$ cat config.mk
export PLATFORM = sky130hd
export DESIGN_NAME = cdb_writer
export DESIGN_NICKNAME = d
export VERILOG_FILES = /design/src/rtl/cdb_writer.sv
export SDC_FILE = /design/constraint.sdc
export NUM_CORES = 1
export LEC_CHECK = 0
export BUFFER_PORTS_ARGS = -buffer_cell sky130_fd_sc_hd__buf_2
export CAP_MARGIN = 20
export CORE_AREA = 3 3 196 198
export CTS_CLUSTER_DIAMETER = 30
export DETAILED_ROUTE_END_ITERATION = 8
export DIE_AREA = 0 0 199 201
export GPL_TIMING_DRIVEN = 0
export PLACE_DENSITY = 0.84
export SYNTH_ARGS = -nofsm -noshare
export SYNTH_HDL_FRONTEND = slang
export SYNTH_SLANG_ARGS = --single-unit
$ cat constraint.sdc
create_clock -name clk -period 8.4 [get_ports clk]
set_input_delay 1.68 -clock clk [delete_from_list [all_inputs] [get_ports clk]]
set_output_delay 1.68 -clock clk [all_outputs]
set_load 0.02 [all_outputs]
$ cat src/rtl/cdb_writer.sv
// Common data bus writer: per-port one-entry result slots, round-robin arbitration
// onto per-tag result registers, a one-cycle broadcast and a sticky overflow flag.
module cdb_writer #(
    parameter int NUM_RS = 5
) (
    input  logic                     clk,
    input  logic                     rst,
    input  logic [NUM_RS-1:0]        req,
    input  logic [NUM_RS-1:0][2:0]   req_tag,
    input  logic [NUM_RS-1:0][31:0]  req_data,
    output logic [NUM_RS-1:0]        port_ready,
    input  logic [7:0]               allocated_rob_entries,
    input  logic                     commit_valid,
    input  logic [2:0]               commit_tag,
    input  logic                     flush,
    output logic [7:0][31:0]         cdb,
    output logic [7:0]               robs_calculated,
    output logic                     bc_valid,
    output logic [2:0]               bc_tag,
    output logic [31:0]              bc_data,
    output logic                     overflow
);

    localparam int PW = (NUM_RS > 1) ? $clog2(NUM_RS) : 1;

    logic [NUM_RS-1:0]       slot_valid_r;
    logic [NUM_RS-1:0][2:0]  slot_tag_r;
    logic [NUM_RS-1:0][31:0] slot_data_r;
    logic [PW-1:0]           rr_ptr_r;

    logic          grant_valid_s;
    logic [PW-1:0] grant_idx_s;
    logic [PW-1:0] next_ptr_s;
    logic [2:0]    grant_tag_s;
    logic [31:0]   grant_data_s;
    logic          write_s;

    // (base + off) mod NUM_RS for off < NUM_RS
    function automatic logic [PW-1:0] wrap_add(input logic [PW-1:0] base, input int off);
        int s;
        s = int'(base) + off;
        if (s >= NUM_RS) begin
            s = s - NUM_RS;
        end else begin
            s = s;
        end
        return s[PW-1:0];
    endfunction

    assign port_ready = ~slot_valid_r;

    // Round-robin search for the first occupied slot at or above rr_ptr
    always_comb begin
        grant_valid_s = 1'b0;
        grant_idx_s   = '0;
        for (int k = 0; k < NUM_RS; k++) begin
            if (!grant_valid_s && slot_valid_r[wrap_add(rr_ptr_r, k)]) begin
                grant_valid_s = 1'b1;
                grant_idx_s   = wrap_add(rr_ptr_r, k);
            end else begin
                grant_valid_s = grant_valid_s;
            end
        end
        next_ptr_s   = wrap_add(grant_idx_s, 1);
        grant_tag_s  = slot_tag_r[grant_idx_s];
        grant_data_s = slot_data_r[grant_idx_s];
        write_s      = grant_valid_s & allocated_rob_entries[grant_tag_s];
    end

    // Slot capture, arbitration, result registers, broadcast and overflow
    always_ff @(posedge clk) begin
        if (!rst) begin
            slot_valid_r    <= '0;
            slot_tag_r      <= '0;
            slot_data_r     <= '0;
            rr_ptr_r        <= '0;
            cdb             <= '0;
            robs_calculated <= 8'h00;
            bc_valid        <= 1'b0;
            bc_tag          <= 3'd0;
            bc_data         <= 32'h0000_0000;
            overflow        <= 1'b0;
        end else if (flush) begin
            slot_valid_r    <= '0;
            robs_calculated <= 8'h00;
            bc_valid        <= 1'b0;
        end else begin
            // Captures only land in empty slots, so they never collide with the grant clear
            for (int i = 0; i < NUM_RS; i++) begin
                if (req[i] && !slot_valid_r[i]) begin
                    slot_valid_r[i] <= 1'b1;
                    slot_tag_r[i]   <= req_tag[i];
                    slot_data_r[i]  <= req_data[i];
                end else if (grant_valid_s && (grant_idx_s == PW'(i))) begin
                    slot_valid_r[i] <= 1'b0;
                end else begin
                    slot_valid_r[i] <= slot_valid_r[i];
                end
            end
            overflow <= overflow | (|(req & slot_valid_r));
            if (grant_valid_s) begin
                rr_ptr_r <= next_ptr_s;
            end else begin
                rr_ptr_r <= rr_ptr_r;
            end
            if (commit_valid) begin
                robs_calculated[commit_tag] <= 1'b0;
            end else begin
                robs_calculated <= robs_calculated;
            end
            // Placed after the commit so a same-tag write leaves the bit set
            bc_valid <= write_s;
            if (write_s) begin
                cdb[grant_tag_s]             <= grant_data_s;
                robs_calculated[grant_tag_s] <= 1'b1;
                bc_tag                       <= grant_tag_s;
                bc_data                      <= grant_data_s;
            end else begin
                bc_tag  <= bc_tag;
                bc_data <= bc_data;
            end
        end
    end

endmodule

# Yosys cells after proc, flatten, opt, wreduce, memory -nomap -nowiden
# Index checks and enable logic that the tools add are counted.
[classes]
n_mux = 53
magnitude_cmp = 16
addsub = 11
n_eq_ne = 4
bitwise_logic = 9
n_reduce_logical = 40
[op_table]
columns = ["op", "count"]
rows = [
  ["256-bit bitwise mux", 1],
  ["32-bit binary-select mux with 3-bit select", 1],
  ["32-bit demux with 3-bit select", 1],
  ["32-bit two-way mux", 2],
  ["3-bit two-way mux", 12],
  ["3-bit by 4-bit < comparator with 1-bit output, second input constant", 8],
  ["8-bit two-way mux", 4],
  ["1-bit two-way mux", 23],
  ["4-bit by 3-bit >= comparator with 1-bit output, second input constant", 5],
  ["1-bit binary-select mux with 3-bit select", 6],
  ["3-bit subtractor, second input constant", 6],
  ["1-bit logical AND", 16],
  ["2-bit AND reduction", 7],
  ["2-bit nonzero test", 5],
  ["3-bit binary-select mux with 3-bit select", 1],
  ["1-bit logical NOT", 9],
  ["3-bit by 1-bit adder with 4-bit output, second input constant", 2],
  ["3-bit by 2-bit adder with 4-bit output, second input constant", 2],
  ["8-bit bitwise AND", 1],
  ["8-bit NOT", 1],
  ["8-bit OR", 1],
  ["1-bit demux with 3-bit select", 2],
  ["3-bit by 2-bit equality test with 1-bit output, second input constant", 2],
  ["3-bit by 1-bit >= comparator with 1-bit output, second input constant", 2],
  ["other kinds (12)", 13],
]
[totals]
output_inout_bits = 306
input_bits = 195
wordCells = 162
regBits = 484

# Logic depth before layout (Yosys ltp)
[logic_depth]
word_depth = 25
mapped_depth = 24
depth_no_buf = 19

# Worst setup path after synthesis
# Ideal clock, no wire load.
[synth_timing]
kind = "register -> register"
startpoint = "register rr_ptr_r[0]"
endpoint = "register cdb[39] in the netlist's numbering"
path_stages_with_launch = 22
required_time_ns = 8.326
synth_period_minus_slack_ns = 4.743
path_buffers = 4
arrival_time_ns = 4.669
path_slack_ns = 3.657
setup_time_ns = 0.074
path_cell_list = "dfxtp_1 buf_2 inv_1 ha_1 inv_1 fa_1 clkbuf_1 or3_1 a211o_1 a21oi_2 nand4b_1 a21oi_1 or2_1 buf_4 inv_4 mux2i_1 a221o_1 nand2_1 a31o_2 nor3_4 buf_6 mux2i_1"
[synth_via]
elab_chain_len = 24
elab_cells_between_ends = 61
classes_between = "add/sub (9); order compare (7); mux (34); bitwise (1); reduce/logical (10)"
[synth_rtl]
columns = ["element", "line_no", "rtl"]
rows = [
  ["start, declared", "29", "logic [PW-1:0] rr_ptr_r;"],
  ["start signal, assigned", "102", "rr_ptr_r <= next_ptr_s;"],
  ["start signal, assigned", "104", "rr_ptr_r <= rr_ptr_r;"],
  ["branches (longest 24 deep; another with 3-bit by 1-bit adder with 4-bit output)", "-", ""],
  ["end signal, assigned by index", "114", "cdb[grant_tag_s] <= grant_data_s;"],
  ["end, declared", "16", "output logic [7:0][31:0] cdb,"],
]
# Parallel ways; which one is timed is not known. The select of a mux whose other input is x is not followed.
# A chain may end at the register's enable or synchronous reset.

# Worst setup path after layout
[layout_timing]
startpoint = "register rr_ptr_r[0]"
endpoint = "register cdb[121] in the netlist's numbering"
# Same word-level chain as after synthesis.

==> metrics.yaml <==
start_util: 0.548
r2r_start: "rr_ptr_r[0]"
endpoint: "cdb[121]"
path_cells: "buf_2, inv_1, ha_1, ha_1, buf_2, inv_1, o21ai_0, mux2i_1, o211ai_1, o21ai_0, a41oi_1, a211oi_1, o311ai_2, a32oi_1, nand4_1, clkbuf_1, clkbuf_1, nand3_1, o21ai_0"
nets: 3068
die-height_um: 201
r2r_slack_ns: 1.98
critical_path_depth: 19
utilization: 0.716
synth_top_cell_by_area: "dfxtp_1"
clock_latency_ns: 0.62
arrival_ns: 6.83
drive_gt1_frac: 0.248
dr.first_iter.drc_count: 1697
drv_cap: 0
routedWlPerCell_um: 22.8
die-area_um2: 40000
cts_setup_buffers: 0
clock-sinks: 484
syn-cell-area_um2: 20100
cp_top_family: "compound AO/OA/AOI/OAI gates"
yosysWarnings: 0
cts-root-buf: "clkbuf_16"
rsz0062_at_grt: "false"
r2r_end: "cdb[121]"
h-tree-depth: 3
antennaDiodeCount: 0
cpPeakStageDelay_ns: 0.86
hp-start: "cdb[153]"
post-route-period-util: 0.764
grt_pass1_vias: 20004
critPathSlowestCell: "a32oi_1"
max-clock-path-buffers: 3
cts_resized: 0
fin_skew_ns: 0.0234
hold_depth: 2
drc: 0
ir_drop_mv: 0.223
cts_tree: "yes"
clk_pin_slew_worst_paths_ns: 0.05
grt_usage: 0.374
grt_pass1_wl_um: 116000
cp-end-kind: "register"
totalWireLength_um: 77500
fill_cells: 2673
synth_flop_cell: "dfxtp_1"
ff2ff_path_depth: 19
hold_viol_final: 0
hold_class: "reg -> reg"
ant_nets: 0
io_pins: 501
max_freq_mhz: 156
path_buf_inv: 6
synthesis.nets: 2473
ys_seq_elements: 484
core_um2: 36700
synth_area_leaders: "dfxtp_1, nand2_1, mux2i_1, a21boi_0, nand3_1"
route.vias.total: 20028
ys_async_sr_fraction: 0
syn-instance-count: 2263
grt-ovfl-total: 0
syn2layout_area_growth_pct: 30.8
synth_edf_count: 0
antenna_found_initial: 0
crit_start: "rr_ptr_r[0]"
crit_required_ns: 8.82
final_cell_mix: "nand2_1, buf_2, dfxtp_1"
dieWidth_um: 199
yosysSeqAreaShare: 0.482
crit_top_cell: "o21ai_0"
maxSlewViolCount: 0
synth.top_cell.area_share: 0.482
firstDrtPassIters: 5
layout_commonest_cell: "nand2_1"
gp_congestion: 0.965
crit_fanout: 10
fin_tns_setup_ns: 0
ff_latch_area_um2: 9690
port_buffers: 499
finalCriticalPeriod_ns: 6.42
power_density_nw_per_um2: 440
slew_headroom: 0.220
row_count: 70
tightest_slew_ns: 1.16
post-dp-hpwl_um: 57200
grt_max_degree: 15
synth.distinct_cells: 82
via_per_inst: 5.90
setup_viol: 0
status: "completed"
power.leakage_nw: 11.0
cts_buffers: 83
path_class: "reg -> reg"
post_synth.cell_area_avg_um2: 8.88
cp-start-kind: "register"
hold_buffers: 0
multi_input_area_um2: 9510
==> worst reg2reg max path, delay by kind of cell, from the launching register on <==
| family | cells | cell delay (ns) |
|---|---|---|
| AOI/OAI and AO/OA | 8 | 2.84 |
| adders and majority gates | 2 | 0.54 |
| buffers and inverters | 6 | 1.53 |
| DFF | 1 | 0.40 |
| muxes | 1 | 0.23 |
| and+or+nand+nor | 2 | 0.70 |
==> synthesized netlist by cell type, types with 6 or more instances <==
cell type and number:
a211oi_1 68, a21boi_0 179, a21oi_1 17, and2_1 67, and3_1 9, buf_1 16
buf_2 20, buf_4 6, buf_6 12, clkbuf_1 126, dfxtp_1 484, ha_1 14
inv_1 16, mux2i_1 200, nand2_1 544, nand2b_1 7, nand3_1 140, nor2_1 29
nor2b_1 8, nor3_1 7, o211ai_1 6, o21a_1 6, o21ai_0 138, o21ai_1 32
or3_1 6
==> how the worst min path moves through the flow <==
stage,endpoint
final,cdb[153]
after floorplan,slot_tag_r[3]
after global routing,slot_data_r[78]
after detailed placement,cdb[40]
after global placement,cdb[136]
after CTS,cdb[40]
==> stage by stage <==
stage / setup WS, ns / power [mW] / hold slack, ns / cell area, µm² / std cells
3_3_place_gp: 2.31 / 7.64 / 0.439 / 23200 / 3230
6_report: 1.98 / 11.6 / 0.456 / 26300 / 3396
2_1_floorplan: 3.66 / 6.09 / 0.439 / 20100 / 2263
3_5_place_dp: 2.26 / 7.76 / 0.445 / 23200 / 3234
4_1_cts: 2.22 / 11.4 / 0.455 / 26200 / 3389
5_1_grt: 1.59 / 12.0 / 0.474 / 26300 / 3396
==> layer usage <==
layer / vias to the layer above / GRT usage / wire length [µm]
met1: 9524 / 0.432 / 28400
met3: 274 / 0.0841 / 7440
met5: - / 0 / 0
li1: 9021 / - / -
met4: 0 / 0.228 / 4790
met2: 1209 / 0.628 / 36800
==> cells by family (layout without fill, tap and decap cells) <==
kind of cell,Yosys count,after routing,share of synthesized area
muxes,205,205,0.103
and+or+nand+nor,834,834,0.182
AOI/OAI and AO/OA,515,515,0.176
xor gates and xnor gates,8,8,0.00349
buffers and inverters,202,867,0.0448
adders and majority gates,15,15,0.00971
DFF,484,484,0.482
==> power breakdown <==
group          leakage, nW  internal (mW)  switching (mW)
clock                 1.48           2.36            1.26
combinational         5.63           1.66            3.49
sequential            3.92           2.61           0.179
==> state kept, by name, summed over array words and instances (netlist names) <==
name             flops
bc_data             32
bc_tag               3
bc_valid             1
cdb                256
overflow             1
robs_calculated      8
rr_ptr_r             3
slot_data_r        160
slot_tag_r          15
slot_valid_r         5
==> final cells by class <==
class / instances / area share
timing repair buffer: 510 / 0.0984
multi-input combinational: 1577 / 0.362
inverter: 21 / 0.00309
clock inverter: 58 / 0.0302
tap: 468 / 0.0223
buffer: 181 / 0.0311
clock buffer: 97 / 0.0844
sequential: 484 / 0.369
No activity file was read; power rests on OpenSTA's default activity.
